--- src/rtl/nasti_stream_transposer.sv ---
`default_nettype none
// ============================================================================
//  Module   : nasti_stream_transposer
//  Purpose  : Turns each NxN element block received as N row beats into N
//             column beats. Two banks alternate so that one block fills while
//             the other drains, giving one beat per cycle in each direction.
//  Revision : 1.0  initial release
// ============================================================================
module nasti_stream_transposer #(
  parameter int DATA_WIDTH = 64,
  parameter int ELEM_WIDTH = 8,
  parameter int DEST_WIDTH = 3,
  parameter int USER_WIDTH = 8
) (
  input  logic                    aclk,
  input  logic                    areset,
  // row stream in
  input  logic                    src_t_valid,
  output logic                    src_t_ready,
  input  logic [DATA_WIDTH-1:0]   src_t_data,
  input  logic                    src_t_last,
  input  logic [DEST_WIDTH-1:0]   src_t_dest,
  input  logic [USER_WIDTH-1:0]   src_t_user,
  input  logic [(DATA_WIDTH+7)/8-1:0] src_t_keep,
  input  logic [(DATA_WIDTH+7)/8-1:0] src_t_strb,
  // column stream out
  output logic                    dest_t_valid,
  input  logic                    dest_t_ready,
  output logic [DATA_WIDTH-1:0]   dest_t_data,
  output logic                    dest_t_last,
  output logic [DEST_WIDTH-1:0]   dest_t_dest,
  output logic [USER_WIDTH-1:0]   dest_t_user,
  output logic [(DATA_WIDTH+7)/8-1:0] dest_t_keep,
  output logic [(DATA_WIDTH+7)/8-1:0] dest_t_strb,
  // status
  output logic                    err_short,
  output logic [15:0]             blk_count
);

  localparam int N  = DATA_WIDTH / ELEM_WIDTH;
  localparam int RW = (N > 1) ? $clog2(N) : 1;
  localparam logic [RW-1:0] LAST_IDX = RW'(N - 1);

  // Reject parameter sets the datapath cannot represent.
  if (DATA_WIDTH % ELEM_WIDTH != 0) begin : g_chk_div
    $error("DATA_WIDTH must be a multiple of ELEM_WIDTH");
  end
  if ((N < 1) || ((N & (N - 1)) != 0)) begin : g_chk_pow2
    $error("DATA_WIDTH/ELEM_WIDTH must be a power of 2");
  end
  if (USER_WIDTH < DEST_WIDTH) begin : g_chk_user
    $error("USER_WIDTH must be >= DEST_WIDTH");
  end

  typedef enum logic [1:0] {
    BANK_EMPTY   = 2'd0,
    BANK_FILLING = 2'd1,
    BANK_FULL    = 2'd2
  } bank_state_e;

  bank_state_e            state_q [2];
  bank_state_e            state_d [2];
  logic [N-1:0]           mask_q  [2];   // rows actually written in this block
  logic [N-1:0]           mask_d  [2];
  logic [USER_WIDTH-1:0]  meta_q  [2];   // t_user captured from row 0
  logic [USER_WIDTH-1:0]  meta_d  [2];
  logic                   wr_bank_q, wr_bank_d;
  logic                   rd_bank_q, rd_bank_d;
  logic [RW-1:0]          wr_row_q, wr_row_d;
  logic [RW-1:0]          rd_col_q, rd_col_d;
  logic                   err_short_q, err_short_d;
  logic [15:0]            blk_count_q, blk_count_d;
  logic [DATA_WIDTH-1:0]  mem_q [2][N];
  logic [DATA_WIDTH-1:0]  col_data;
  logic                   accept;
  logic                   rd_xfer;
  logic                   unused_inputs;

  // Sideband the block does not consume: keep/strb are ignored, the input
  // t_dest is replaced by the issuer-chosen hop carried in t_user.
  assign unused_inputs = ^{src_t_keep, src_t_strb, src_t_dest};

  assign src_t_ready  = !areset && (state_q[wr_bank_q] != BANK_FULL);
  assign dest_t_valid = (state_q[rd_bank_q] == BANK_FULL);
  assign accept       = src_t_valid && src_t_ready;
  assign rd_xfer      = dest_t_valid && dest_t_ready;

  assign dest_t_data  = col_data;
  assign dest_t_last  = (rd_col_q == LAST_IDX);
  assign dest_t_user  = meta_q[rd_bank_q];
  assign dest_t_dest  = meta_q[rd_bank_q][DEST_WIDTH-1:0];
  assign dest_t_keep  = '1;
  assign dest_t_strb  = '1;
  assign err_short    = err_short_q;
  assign blk_count    = blk_count_q;

  // Next-state for bank states, pointers, row masks and status counters.
  always_comb begin
    state_d     = state_q;
    mask_d      = mask_q;
    meta_d      = meta_q;
    wr_bank_d   = wr_bank_q;
    rd_bank_d   = rd_bank_q;
    wr_row_d    = wr_row_q;
    rd_col_d    = rd_col_q;
    err_short_d = err_short_q;
    blk_count_d = blk_count_q;

    // Write and read always address different banks (one is FULL, the
    // other is not), so both updates can be applied in the same cycle.
    if (accept) begin
      if (wr_row_q == '0) begin
        meta_d[wr_bank_q]  = src_t_user;
        mask_d[wr_bank_q]  = '0;
        state_d[wr_bank_q] = BANK_FILLING;
      end
      mask_d[wr_bank_q][wr_row_q] = 1'b1;
      if ((wr_row_q == LAST_IDX) || src_t_last) begin
        state_d[wr_bank_q] = BANK_FULL;
        wr_bank_d          = ~wr_bank_q;
        wr_row_d           = '0;
        if (wr_row_q != LAST_IDX) begin
          err_short_d = 1'b1;
        end
      end else begin
        wr_row_d = wr_row_q + 1'b1;
      end
    end

    if (rd_xfer) begin
      if (rd_col_q == LAST_IDX) begin
        state_d[rd_bank_q] = BANK_EMPTY;
        rd_bank_d          = ~rd_bank_q;
        rd_col_d           = '0;
        blk_count_d        = blk_count_q + 16'd1;
      end else begin
        rd_col_d = rd_col_q + 1'b1;
      end
    end
  end

  // Control state register; reset discards any partial block.
  always_ff @(posedge aclk or posedge areset) begin
    if (areset) begin
      for (int b = 0; b < 2; b++) begin
        state_q[b] <= BANK_EMPTY;
        mask_q[b]  <= '0;
        meta_q[b]  <= '0;
      end
      wr_bank_q   <= 1'b0;
      rd_bank_q   <= 1'b0;
      wr_row_q    <= '0;
      rd_col_q    <= '0;
      err_short_q <= 1'b0;
      blk_count_q <= '0;
    end else begin
      state_q     <= state_d;
      mask_q      <= mask_d;
      meta_q      <= meta_d;
      wr_bank_q   <= wr_bank_d;
      rd_bank_q   <= rd_bank_d;
      wr_row_q    <= wr_row_d;
      rd_col_q    <= rd_col_d;
      err_short_q <= err_short_d;
      blk_count_q <= blk_count_d;
    end
  end

  // Row storage; not cleared on reset since the row mask hides stale rows.
  always_ff @(posedge aclk) begin
    if (accept) begin
      mem_q[wr_bank_q][wr_row_q] <= src_t_data;
    end
  end

  // Gather column rd_col from every row; rows missing from a short block read as zero.
  always_comb begin
    col_data = '0;
    for (int k = 0; k < N; k++) begin
      if (mask_q[rd_bank_q][k]) begin
        col_data[k*ELEM_WIDTH +: ELEM_WIDTH] =
          mem_q[rd_bank_q][k][rd_col_q*ELEM_WIDTH +: ELEM_WIDTH];
      end
    end
  end

endmodule
`default_nettype wire

--- config.mk ---
export PLATFORM = sky130hd
export DESIGN_NAME = nasti_stream_transposer
export DESIGN_NICKNAME = d
export VERILOG_FILES = /design/src/rtl/nasti_stream_transposer.sv
export SDC_FILE = /design/constraint.sdc
export NUM_CORES = 1
export LEC_CHECK = 0
export CORE_UTILIZATION = 60
export DETAILED_ROUTE_END_ITERATION = 8
export PLACE_DENSITY = 0.8
export SLEW_MARGIN = 0
export SYNTH_ARGS = -nofsm -noshare
export SYNTH_HDL_FRONTEND = slang
export SYNTH_SLANG_ARGS = --single-unit
--- constraint.sdc ---
create_clock -name aclk -period 5.9 [get_ports aclk]
set_clock_uncertainty 0.2 [all_clocks]
set_input_delay 1.18 -clock aclk [delete_from_list [all_inputs] [get_ports aclk]]
set_output_delay 1.18 -clock aclk [all_outputs]
set_load 0.02 [all_outputs]
## Word level (Yosys, flattened, before mapping)

Memories as Yosys holds them, arrays and structs flattened.
Index checks and enable logic that the tools add are counted.

- ROM bits: 0
- Register bits: 61
- RAM bits: 1024
- Memories: 1
- Input port bits: 96
- Bits in latches: 0

Memories:

| memory | depth | width | rd ports | clocked after memory_dff | write ports | RTL line | RTL |
|---|---|---|---|---|---|---|---|
| mem_q | 2 | 512 | 1 | 0 | 1 | 73 | `logic [DATA_WIDTH-1:0] mem_q [2][N];` |

- Divide/modulo/power cells: 0
- Bitwise operators: 16
- Order comparisons: 8
- Mux-type cells: 45
- Reduce and logical (&&, ||, !) cells: 14
- Add/subtract/negate cells: 3
- $mul: 0
- Eq/ne operators: 5
- Shift-type cells: 8

Operators by type and width:

| cell | number |
|---|---|
| two-way mux 512 bit | 1 |
| indexed part select 64 x 7 -> 8 bit | 8 |
| demux 64 bit (select 3 bit) | 1 |
| two-way mux 8 bit | 16 |
| two-way mux 64 bit | 1 |
| two-way mux 16 bit | 2 |
| two-way mux 4 bit | 6 |
| adder 16 x 1 -> 16 bit, second input constant | 1 |
| bitwise AND 16 bit | 1 |
| bitwise mux 16 bit | 1 |
| demux 8 bit (select 1 bit) | 2 |
| two-way mux 2 bit | 8 |
| NOT 16 bit | 1 |
| OR 16 bit | 1 |
| logical AND 1 bit | 7 |
| adder 3 x 1 -> 3 bit, second input constant | 2 |
| == test 3 bit, second input constant | 2 |
| two-way mux 3 bit | 2 |
| AND reduction 2 bit | 3 |
| bitwise AND 2 bit | 2 |
| bitwise AND 4 bit | 1 |
| demux 2 bit (select 1 bit) | 2 |
| greater-or-equal comparator 2 bit, second input constant | 2 |
| greater-or-equal comparator 4 bit, second input constant | 1 |
| other kinds (19) | 25 |

## Logic depth before layout (Yosys ltp)

Gate-level depths: netlist of the first run.

- Word-level depth: 15
- Depth in mapped cells: 7
- Mapped depth without buffers: 6

## Least setup slack after synthesis of the first run

OpenSTA, ideal clock, no wires.

- Path type: in2reg
- Start point: input port areset
- End point: memory mem_q[1][384] (netlist bit), enable pin
- Stages on the path: 5
- Path buffers: 1
- Arrival time: 6275 ps
- Setup slack: -1061 ps
- Library setup time: 487 ps
- Cell sequence: inv_1 o2111ai_1 or3_1 clkbuf_1 nor2_1

- Cells in the longest elaborated chain, start to end: 5

Ends and longest elaborated chain:

| what | RTL line | RTL |
|---|---|---|
| start: declaration | 16 | `input logic areset,` |
| logical NOT 1 bit (no line) | n/a |  |
| logical AND 1 bit | 83 | `assign src_t_ready = !areset && (state_q[wr_bank_q] != BANK_FULL);` |
| logical AND 1 bit | 85 | `assign accept = src_t_valid && src_t_ready;` |
| two-way mux 1 bit | 171 | `if (accept) begin` |
| two-way mux 512 bit (not written as such) | 172 | `mem_q[wr_bank_q][wr_row_q] <= src_t_data;` |
| end: declaration | 73 |  |

No other way between the ends.

## Worst setup path after layout of the first run

- Start point: register rd_bank_q
- End point: output port dest_t_data[3]

- Cells in the longest elaborated chain, start to end: 5
- Elaborated cells on any way between the ends: 7

Ends and longest elaborated chain:

| what | RTL line | RTL |
|---|---|---|
| start: declaration | 68 | `logic rd_bank_q, rd_bank_d;` |
| start signal: assignment | 161 | `rd_bank_q <= rd_bank_d;` |
| branches (longest 4 deep; another with memory read (2 x 512 bit)) | n/a |  |
| two-way mux 8 bit * | 180 | `if (mask_q[rd_bank_q][k]) begin` |
| end: declaration | 29 | `output logic [DATA_WIDTH-1:0] dest_t_data,` |

Mark *: on every way between the ends. The select of a mux whose other input is x is not followed.

==> results.json, run 1 <==
{
  "cpMaxStageDelayCell": "dfrtp_4",
  "fill_cells": 3979,
  "power_frac_comb": 0.280,
  "rr_worst_depth": 8,
  "post-place-ws_ps": 1190,
  "status": "completed",
  "p_int_mw": 15.4,
  "arrival_ps": 3940,
  "setup_ws_ps": 576,
  "ios": 207,
  "p_seq_frac": 0.421,
  "hold_end": "err_short",
  "fp.dieH_microns": 266,
  "syn_to_final_growth_pct": 15.1,
  "hold_class": "flop to flop",
  "avgRoutedWirePerCell_microns": 32.0,
  "cts_setup_buffers": 0,
  "clockBufferDepth": 3,
  "reg2reg_to": "blk_count[12]",
  "cts_sinks": 1085,
  "die_w_microns": 266,
  "nets": 2216,
  "final_cell_mix": "edfxtp_1 (1,024), mux4_2 (248), clkdlybuf4s50_1 (171)",
  "yosys.area_share.xor_xnor": 0.00335,
  "overflow": 0,
  "viasPerCell": 6.64,
  "ff_latch_area_sq_um": 32300,
  "layoutNonFillerInstCount": 3135,
  "synth.area.top_cells": "edfxtp_1 (74%), mux4_2 (13%), dfrtp_1 (3.7%), mux2i_1 (2.9%), o22ai_1 (0.84%)",
  "post_cts_resized": 0,
  "rsz0062_at_grt": "no",
  "max_clock_freq_mhz": 188,
  "synth_edf_count": 1024,
  "holdBufCountCts": 0,
  "slew-limit-headroom": 0.235,
  "synth_area_sq_um": 41800,
  "layout_commonest_cell": "edfxtp_1",
  "cts_tree": "yes",
  "cp-start-kind": "flop",
  "place.gp.congestion": 0.804,
  "power.leakage_nw": 15.5,
  "root_buffer": "clkbuf_16",
  "critPathMaxFanout": 71,
  "yosysSeqAreaShare": 0.772,
  "cp-end-kind": "output port",
  "finalHoldViolCount": 0,
  "cap_viol_max_count": 0,
  "p_sw_frac": 0.295,
  "drive_gt1_frac": 0.230,
  "numPortBuffers": 171,
  "h-tree-depth": 3,
  "synth_area_leader_cell": "edfxtp_1",
  "r2r-start": "rd_col_q[0]",
  "cp.required_ps": 4520,
  "slew_violations": 0,
  "syn_inst": 1899,
  "ir_drop_uv": 374,
  "yosysWarnings": 0,
  "insertion_delay_ps": 640,
  "setup_viol": 0,
  "synth_simple_gate_area_frac": 0.0176,
  "drt_iter0_markers": 2780,
  "crit_chain": "buf_12 -> mux4_2 -> mux2i_1 -> o22ai_1 -> clkdlybuf4s50_1",
  "synth_top_family_by_area": "multiplexers",
  "wirelength_microns": 100000,
  "ff2ff_setup_slack_ps": 2390,
  "synth_seq_cells": 1085,
  "yosysUniqueCellTypes": 44,
  "synth_compound_area_frac": 0.0194,
  "synth_ff_type": "edfxtp_1",
  "synth_mux_area_frac": 0.170,
  "grt_usage": 0.293,
  "grt_pass1_wl_microns": 146000,
  "start_util": 0.608,
  "die_area_sq_um": 70700,
  "vias": 20800,
  "max_stage_delay_ps": 830,
  "drc": 0,
  "cts_inserted_buffers": 101,
  "hpwl_microns": 54900,
  "async_flop_share": 0.0562,
  "synth_area_per_cell_sq_um": 22.0,
  "drtAntennaViolNets": 0,
  "multi_input_area_sq_um": 9040,
  "dr.pass1.iters": 6,
  "rows": 96,
  "min_from": "err_short",
  "antenna_found_initial": 5,
  "grt_pass1_vias": 21600,
  "worst_pin_slew_ps": 1150,
  "placedCellCount": 2942,
  "clock_power_share": 0.298,
  "grt_max_degree": 85,
  "period_share": 0.902,
  "synth_top_area_frac": 0.736,
  "core_area_sq_um": 68700,
  "synthAdderAreaFrac": 0.00180,
  "period_needed_ps": 5320,
  "path_class": "flop to output port",
  "min_path_cells": 1,
  "power_density_nw_per_um2": 455,
  "p_switching_mw": 6.46,
  "clk_pin_slew_ps": 60
}
[sequential cells by signal, indices dropped and copies added (netlist names)]
register / cells
mem_q: 1024
blk_count: 16
mask_q: 16
meta_q: 16
state_q: 4
rd_col_q: 3
wr_row_q: 3
err_short: 1
rd_bank_q: 1
wr_bank_q: 1
[kinds of logic after synthesis]
kind of cell	Yosys count
buf+inv	137
other cells	1
fa+ha+maj	6
xor+xnor	16
simple gates	139
mux	396
compound gates	119
flops	1085
[through the flow]
| step | total power, mW | instance area [sq um] | util | setup TNS, ps | hold WS, ps |
|---|---|---|---|---|---|
| final | 21.9 | 48100 | 0.700 | 0 | 267 |
| after detailed placement | 15.4 | 44800 | 0.652 | 0 | 258 |
| after global placement | 15.3 | 44800 | 0.652 | 0 | 253 |
| after global routing | 22.5 | 48100 | 0.700 | 0 | 292 |
| after floorplan | 13.4 | 41800 | - | -890500 | 249 |
| after CTS | 22.0 | 48100 | 0.700 | 0 | 270 |
[cell type report]
type	instances	area share
flip-flops and latches	1085	0.671
multi-input cells	692	0.188
clock buffers	127	0.0561
repair buffers	217	0.0459
well taps	931	0.0242
clock inverters	62	0.0130
inverters	17	0.00133
diodes	4	0.000208
[Yosys cell counts (11+ instances only)]
| master | n |
|---|---|
| buf_2 | 35 |
| clkbuf_1 | 45 |
| inv_1 | 17 |
| nor3_1 | 11 |
| buf_4 | 21 |
| buf_1 | 18 |
| dfrtp_1 | 61 |
| o21ai_0 | 21 |
| mux4_2 | 248 |
| a211oi_1 | 16 |
| mux2i_1 | 120 |
| nand2b_1 | 13 |
| nand2_1 | 30 |
| nor2b_1 | 17 |
| edfxtp_1 | 1024 |
| o22ai_1 | 56 |
| nor2_1 | 23 |
| mux2_2 | 28 |
[routing by layer]
metal,up-vias,GRT usage,share of wire
met2,1352,0.493,0.52
met5,-,0,0
met1,10900,0.391,0.35
met3,235,0.0444,0.093
li1,8343,-,-
met4,0,0.112,0.036
[worst max-delay path: cells and delay by family, from the launching register on]
kind	cells	cell delay, ps
AO/OA/AOI/OAI	1	320
multiplexers	2	880
buffers and inverters	2	1160
flip-flops	1	830
[power by group through the flow]
| stage | registers (mW) | clock network [mW] | logic, mW |
|---|---|---|---|
| 6_report | 9.21 | 6.52 | 6.13 |
| 5_1_grt | 9.25 | 6.83 | 6.44 |
| 3_5_place_dp | 9.36 | 0 | 6.06 |
| 2_1_floorplan | 9.14 | 0 | 4.22 |
| 4_1_cts | 9.21 | 6.58 | 6.18 |
| 3_3_place_gp | 9.31 | 0 | 5.94 |
[how the worst max path moves through the flow]
| stage | from | to | slack (ps) | depth (start not counted) |
|---|---|---|---|---|
| 4_1_cts | rd_bank_q | dest_t_data[3] | 540 | 5 |
| 3_5_place_dp | areset | mem_q[0][456] | 1190 | 6 |
| 2_1_floorplan | areset | mem_q[1][384] | -1060 | 5 |
| 6_report | rd_bank_q | dest_t_data[3] | 580 | 5 |
| 5_1_grt | rd_bank_q | dest_t_data[3] | 420 | 5 |
| 3_3_place_gp | rd_bank_q | dest_t_data[59] | 1290 | 5 |
Power figures use the tool's default switching activity.
==> inputs of run 2 (changes only) <==
REMOVE_ABC_BUFFERS = 1   (was unset)
==> run 2 against run 1 <==
Sequential power is 0.4% higher. Clock-buffer cell count is 2 lower. Flip-flop and latch count stayed put. Fmax is 2.2% lower. Largest power group unchanged. Via count is 1.4% lower. Largest cell class unchanged. Register-to-register slack better by 50 ps. Hold slack better by 1.2 ps. Total power is 0.23% higher. Highest routed layer is now met5.
==> results.json, run 2 (synthesis results as in run 1) <==
{
  "numPortBuffers": 171,
  "cp-end-kind": "output port",
  "cts_setup_buffers": 0,
  "cpMaxStageDelayCell": "dfrtp_4",
  "grt_max_degree": 80,
  "placedCellCount": 2942,
  "grt_pass1_vias": 21700,
  "ios": 207,
  "max_clock_freq_mhz": 184,
  "dr.pass1.iters": 6,
  "critPathTopFamily": "buffers and inverters",
  "path_class": "flop to output port",
  "place.gp.congestion": 0.781,
  "drc": 0,
  "layoutNonFillerInstCount": 3128,
  "final_cell_mix": "edfxtp_1 (1,024), mux4_2 (248), clkdlybuf4s50_1 (171)",
  "clockBufferDepth": 3,
  "cp-start-kind": "flop",
  "root_buffer": "clkbuf_16",
  "max_stage_delay_ps": 880,
  "avgRoutedWirePerCell_microns": 31.3,
  "start_util": 0.608,
  "worst_pin_slew_ps": 1230,
  "setup_viol": 0,
  "viasPerCell": 6.56,
  "fp.dieH_microns": 266,
  "drive_gt1_frac": 0.227,
  "critPathBufInv": 2,
  "cts_inserted_buffers": 102,
  "wirelength_microns": 97900,
  "hold_class": "flop to flop",
  "power.leakage_nw": 15.5,
  "hpwl_microns": 51100,
  "die_w_microns": 266,
  "rsz0062_at_grt": "no",
  "core_area_sq_um": 68700,
  "top_register": "mem_q",
  "holdBufCountCts": 0,
  "drt_iter0_markers": 2562,
  "drtAntennaViolNets": 0,
  "overflow": 0,
  "ir_drop_uv": 372,
  "finalHoldViolCount": 0,
  "period_needed_ps": 5450,
  "grt_pass1_wl_microns": 143000,
  "slew_violations": 0,
  "rows": 96,
  "syn_to_final_growth_pct": 15.2,
  "largest_reg_flops": 1024,
  "grt_usage": 0.284,
  "cp.required_ps": 4520,
  "slew-limit-headroom": 0.183,
  "cts_sinks": 1085,
  "arrival_ps": 4070,
  "vias": 20500,
  "insertion_delay_ps": 650,
  "power_density_nw_per_um2": 455,
  "status": "completed",
  "cap_viol_max_count": 0,
  "cts_tree": "yes",
  "die_area_sq_um": 70700,
  "antenna_found_initial": 4,
  "period_share": 0.923,
  "crit_chain": "buf_4 -> mux4_2 -> nor3b_1 -> a221o_1 -> clkdlybuf4s50_1",
  "clk_pin_slew_ps": 60,
  "layout_commonest_cell": "edfxtp_1",
  "nets": 2217,
  "holdWs_ps": 268,
  "h-tree-depth": 3,
  "critPathMaxFanout": 42,
  "post_cts_resized": 0
}
==> run 2: where the power goes <==
part	switching [mW]	internal [mW]	total, mW
clock	2.80	3.85	6.65
combinational	3.20	2.80	6.01
sequential	0.405	8.85	9.25
total	6.41	15.5	21.9
==> run 2: final timing paths <==
| kind | start | end | slack (ps) | depth (start not counted) |
|---|---|---|---|---|
| max | rd_bank_q | dest_t_data[6] | 450 | 5 |
| min | blk_count[15] | blk_count[15] | 270 | 1 |
| max reg2reg | rd_col_q[1] | blk_count[15] | 2440 | 7 |
| min reg2reg | blk_count[15] | blk_count[15] | 270 | 1 |
| max in group asynchronous | areset | rd_col_q[0] | 3810 | 3 |
| min in group asynchronous | areset | wr_bank_q | 750 | 2 |
==> run 2: through the flow <==
step           utilization  power, mW  worst slack (ps)  setup TNS [ps]  instance area (sq um)
2_1_floorplan            -       13.7             -7330        -1553750                  41300
3_3_place_gp         0.652       15.1              1170               0                  44800
3_5_place_dp         0.652       15.3              1060               0                  44800
4_1_cts              0.701       22.0               384               0                  48100
5_1_grt              0.701       22.6               248               0                  48100
6_report             0.701       21.9               454               0                  48100
==> run 2: layout make-up <==
class,instances,area [sq um]
diodes,1,2.50
clock buffers,125,2690
clock inverters,60,676
fillers,4011,20600
inverters,17,63.8
multi-input cells,692,9040
flip-flops and latches,1085,32300
well taps,931,1160
repair buffers,217,2210
==> run 2: layer usage <==
layer  GRT usage  share of wire
met4       0.130          0.046
met3      0.0658          0.096
met1       0.369           0.36
met5           0        0.00035
met2       0.460           0.50
==> inputs of run 3 (changes only) <==
CORE_MARGIN = 2   (was unset)
==> run 3 against run 2 <==
Setup slack improved by 3.5 ps. Fmax barely moved. Final cell count fell by 0.13%. First-iteration DRC count fell by 6.6%. Hold slack improved by 3.9 ps. Clock power rose by 0.9%. Design area rose by 0.18%. Combinational power barely moved. Die area rose by 1.5%. Sequential share of layout area fell by 0.12 points. Global-route usage fell by 1.1 points. Non-clock buffer count fell by 8. Largest cell class unchanged.
==> results.json, run 3 (synthesis results as in run 1) <==
{
  "status": "completed",
  "multi_input_area_sq_um": 9040,
  "arrival_ps": 4060,
  "syn_to_final_growth_pct": 15.4,
  "worst_pin_slew_ps": 1150,
  "rsz0062_at_grt": "no",
  "cts_tree": "yes",
  "drt_iter0_markers": 2392,
  "post-place-ws_ps": 941,
  "grt_pass1_vias": 21300,
  "drtAntennaViolNets": 0,
  "period_share": 0.922,
  "power_density_nw_per_um2": 454,
  "root_buffer": "clkbuf_16",
  "wirelength_microns": 95400,
  "dr.pass1.iters": 5,
  "largest_reg_flops": 1024,
  "critPathMaxFanout": 33,
  "vias": 20400,
  "cp-start-kind": "flop",
  "cpMaxStageDelayCell": "dfrtp_4",
  "drc": 0,
  "insertion_delay_ps": 650,
  "nets": 2210,
  "numPortBuffers": 171,
  "ir_drop_uv": 344,
  "post_cts_resized": 0,
  "ios": 207,
  "die_area_sq_um": 71800,
  "slew-limit-headroom": 0.236,
  "die_w_microns": 268,
  "finalPower_mw": 21.9,
  "layoutNonFillerInstCount": 3124,
  "fill_cells": 3896,
  "grt_pass1_wl_microns": 140000,
  "slew_violations": 0,
  "max_stage_delay_ps": 880,
  "period_needed_ps": 5440,
  "place.gp.congestion": 0.753,
  "avgRoutedWirePerCell_microns": 30.6,
  "viasPerCell": 6.55,
  "final.setup.tns_ps": 0,
  "crit_chain": "mux2i_1 -> nand2b_1 -> buf_4 -> o32ai_1 -> a221o_1 -> clkdlybuf4s50_1",
  "holdBufCountCts": 0,
  "start_util": 0.607,
  "finalHoldViolCount": 0,
  "max_clock_freq_mhz": 184,
  "final_core_util": 0.701,
  "cap_viol_max_count": 0,
  "hpwl_microns": 50900,
  "h-tree-depth": 3,
  "core_area_sq_um": 68800,
  "ff_latch_area_sq_um": 32300,
  "setup_viol": 0,
  "final_cell_mix": "edfxtp_1 (1,024), mux4_2 (248), clkdlybuf4s50_1 (171)",
  "layout_commonest_cell": "edfxtp_1",
  "cts_inserted_buffers": 103,
  "power.leakage_nw": 15.5,
  "setup_ws_ps": 457,
  "hold_class": "flop to flop",
  "placedCellCount": 2934,
  "top_register": "mem_q",
  "clk_pin_slew_ps": 60,
  "overflow": 0,
  "antenna_found_initial": 1,
  "cp.required_ps": 4520,
  "path_class": "flop to output port",
  "drive_gt1_frac": 0.227,
  "cts_setup_buffers": 0,
  "clockBufferDepth": 3,
  "fp.dieH_microns": 268,
  "grt_max_degree": 74,
  "cts_sinks": 1085,
  "rows": 96,
  "grt_usage": 0.273,
  "cp-end-kind": "output port"
}
[run 3: power breakdown]
part           internal [mW]  switching [mW]
clock                   3.90            2.80
combinational           2.80            3.18
sequential              8.85           0.340
[run 3: path summary, 6_finish.rpt]
kind / from / end / slack [ps] / depth (start not counted)
max reg2reg: wr_bank_q / mem_q[0][37] / 2580 / 5
min in group asynchronous: areset / wr_bank_q / 810 / 2
max in group asynchronous: areset / rd_bank_q / 3750 / 3
min: blk_count[15] / blk_count[15] / 270 / 1
min reg2reg: blk_count[15] / blk_count[15] / 270 / 1
max: rd_bank_q / dest_t_data[54] / 460 / 6
[run 3: worst max-delay path, delay by kind of cell (launching register included)]
family | cells | cell delay [ps]
mux | 1 | 270
compound gates | 2 | 510
flops | 1 | 880
simple gates | 1 | 830
buf+inv | 2 | 890
[run 3: per-layer routing]
metal | routed length (microns) | vias up | GRT usage
met1 | 34100 | 10700 | 0.361
met2 | 48800 | 1191 | 0.456
li1 | - | 8323 | -
met5 | 0 | - | 0
met4 | 3670 | 0 | 0.108
met3 | 8840 | 209 | 0.0513
[run 3: area by class of cell]
type / count / area share
flip-flops and latches: 1085 / 0.669
multi-input cells: 692 / 0.188
clock buffers: 127 / 0.0575
repair buffers: 209 / 0.0463
well taps: 931 / 0.0242
clock inverters: 62 / 0.0136
inverters: 17 / 0.00132
diodes: 1 / 0.0000519
[run 3: through the flow]
step | hold WS (ps) | cell area [sq um]
finish | 272 | 48200
global route | 297 | 48200
CTS | 284 | 48200
detailed placement | 270 | 44800
global placement | 257 | 44800
floorplan | 249 | 41300
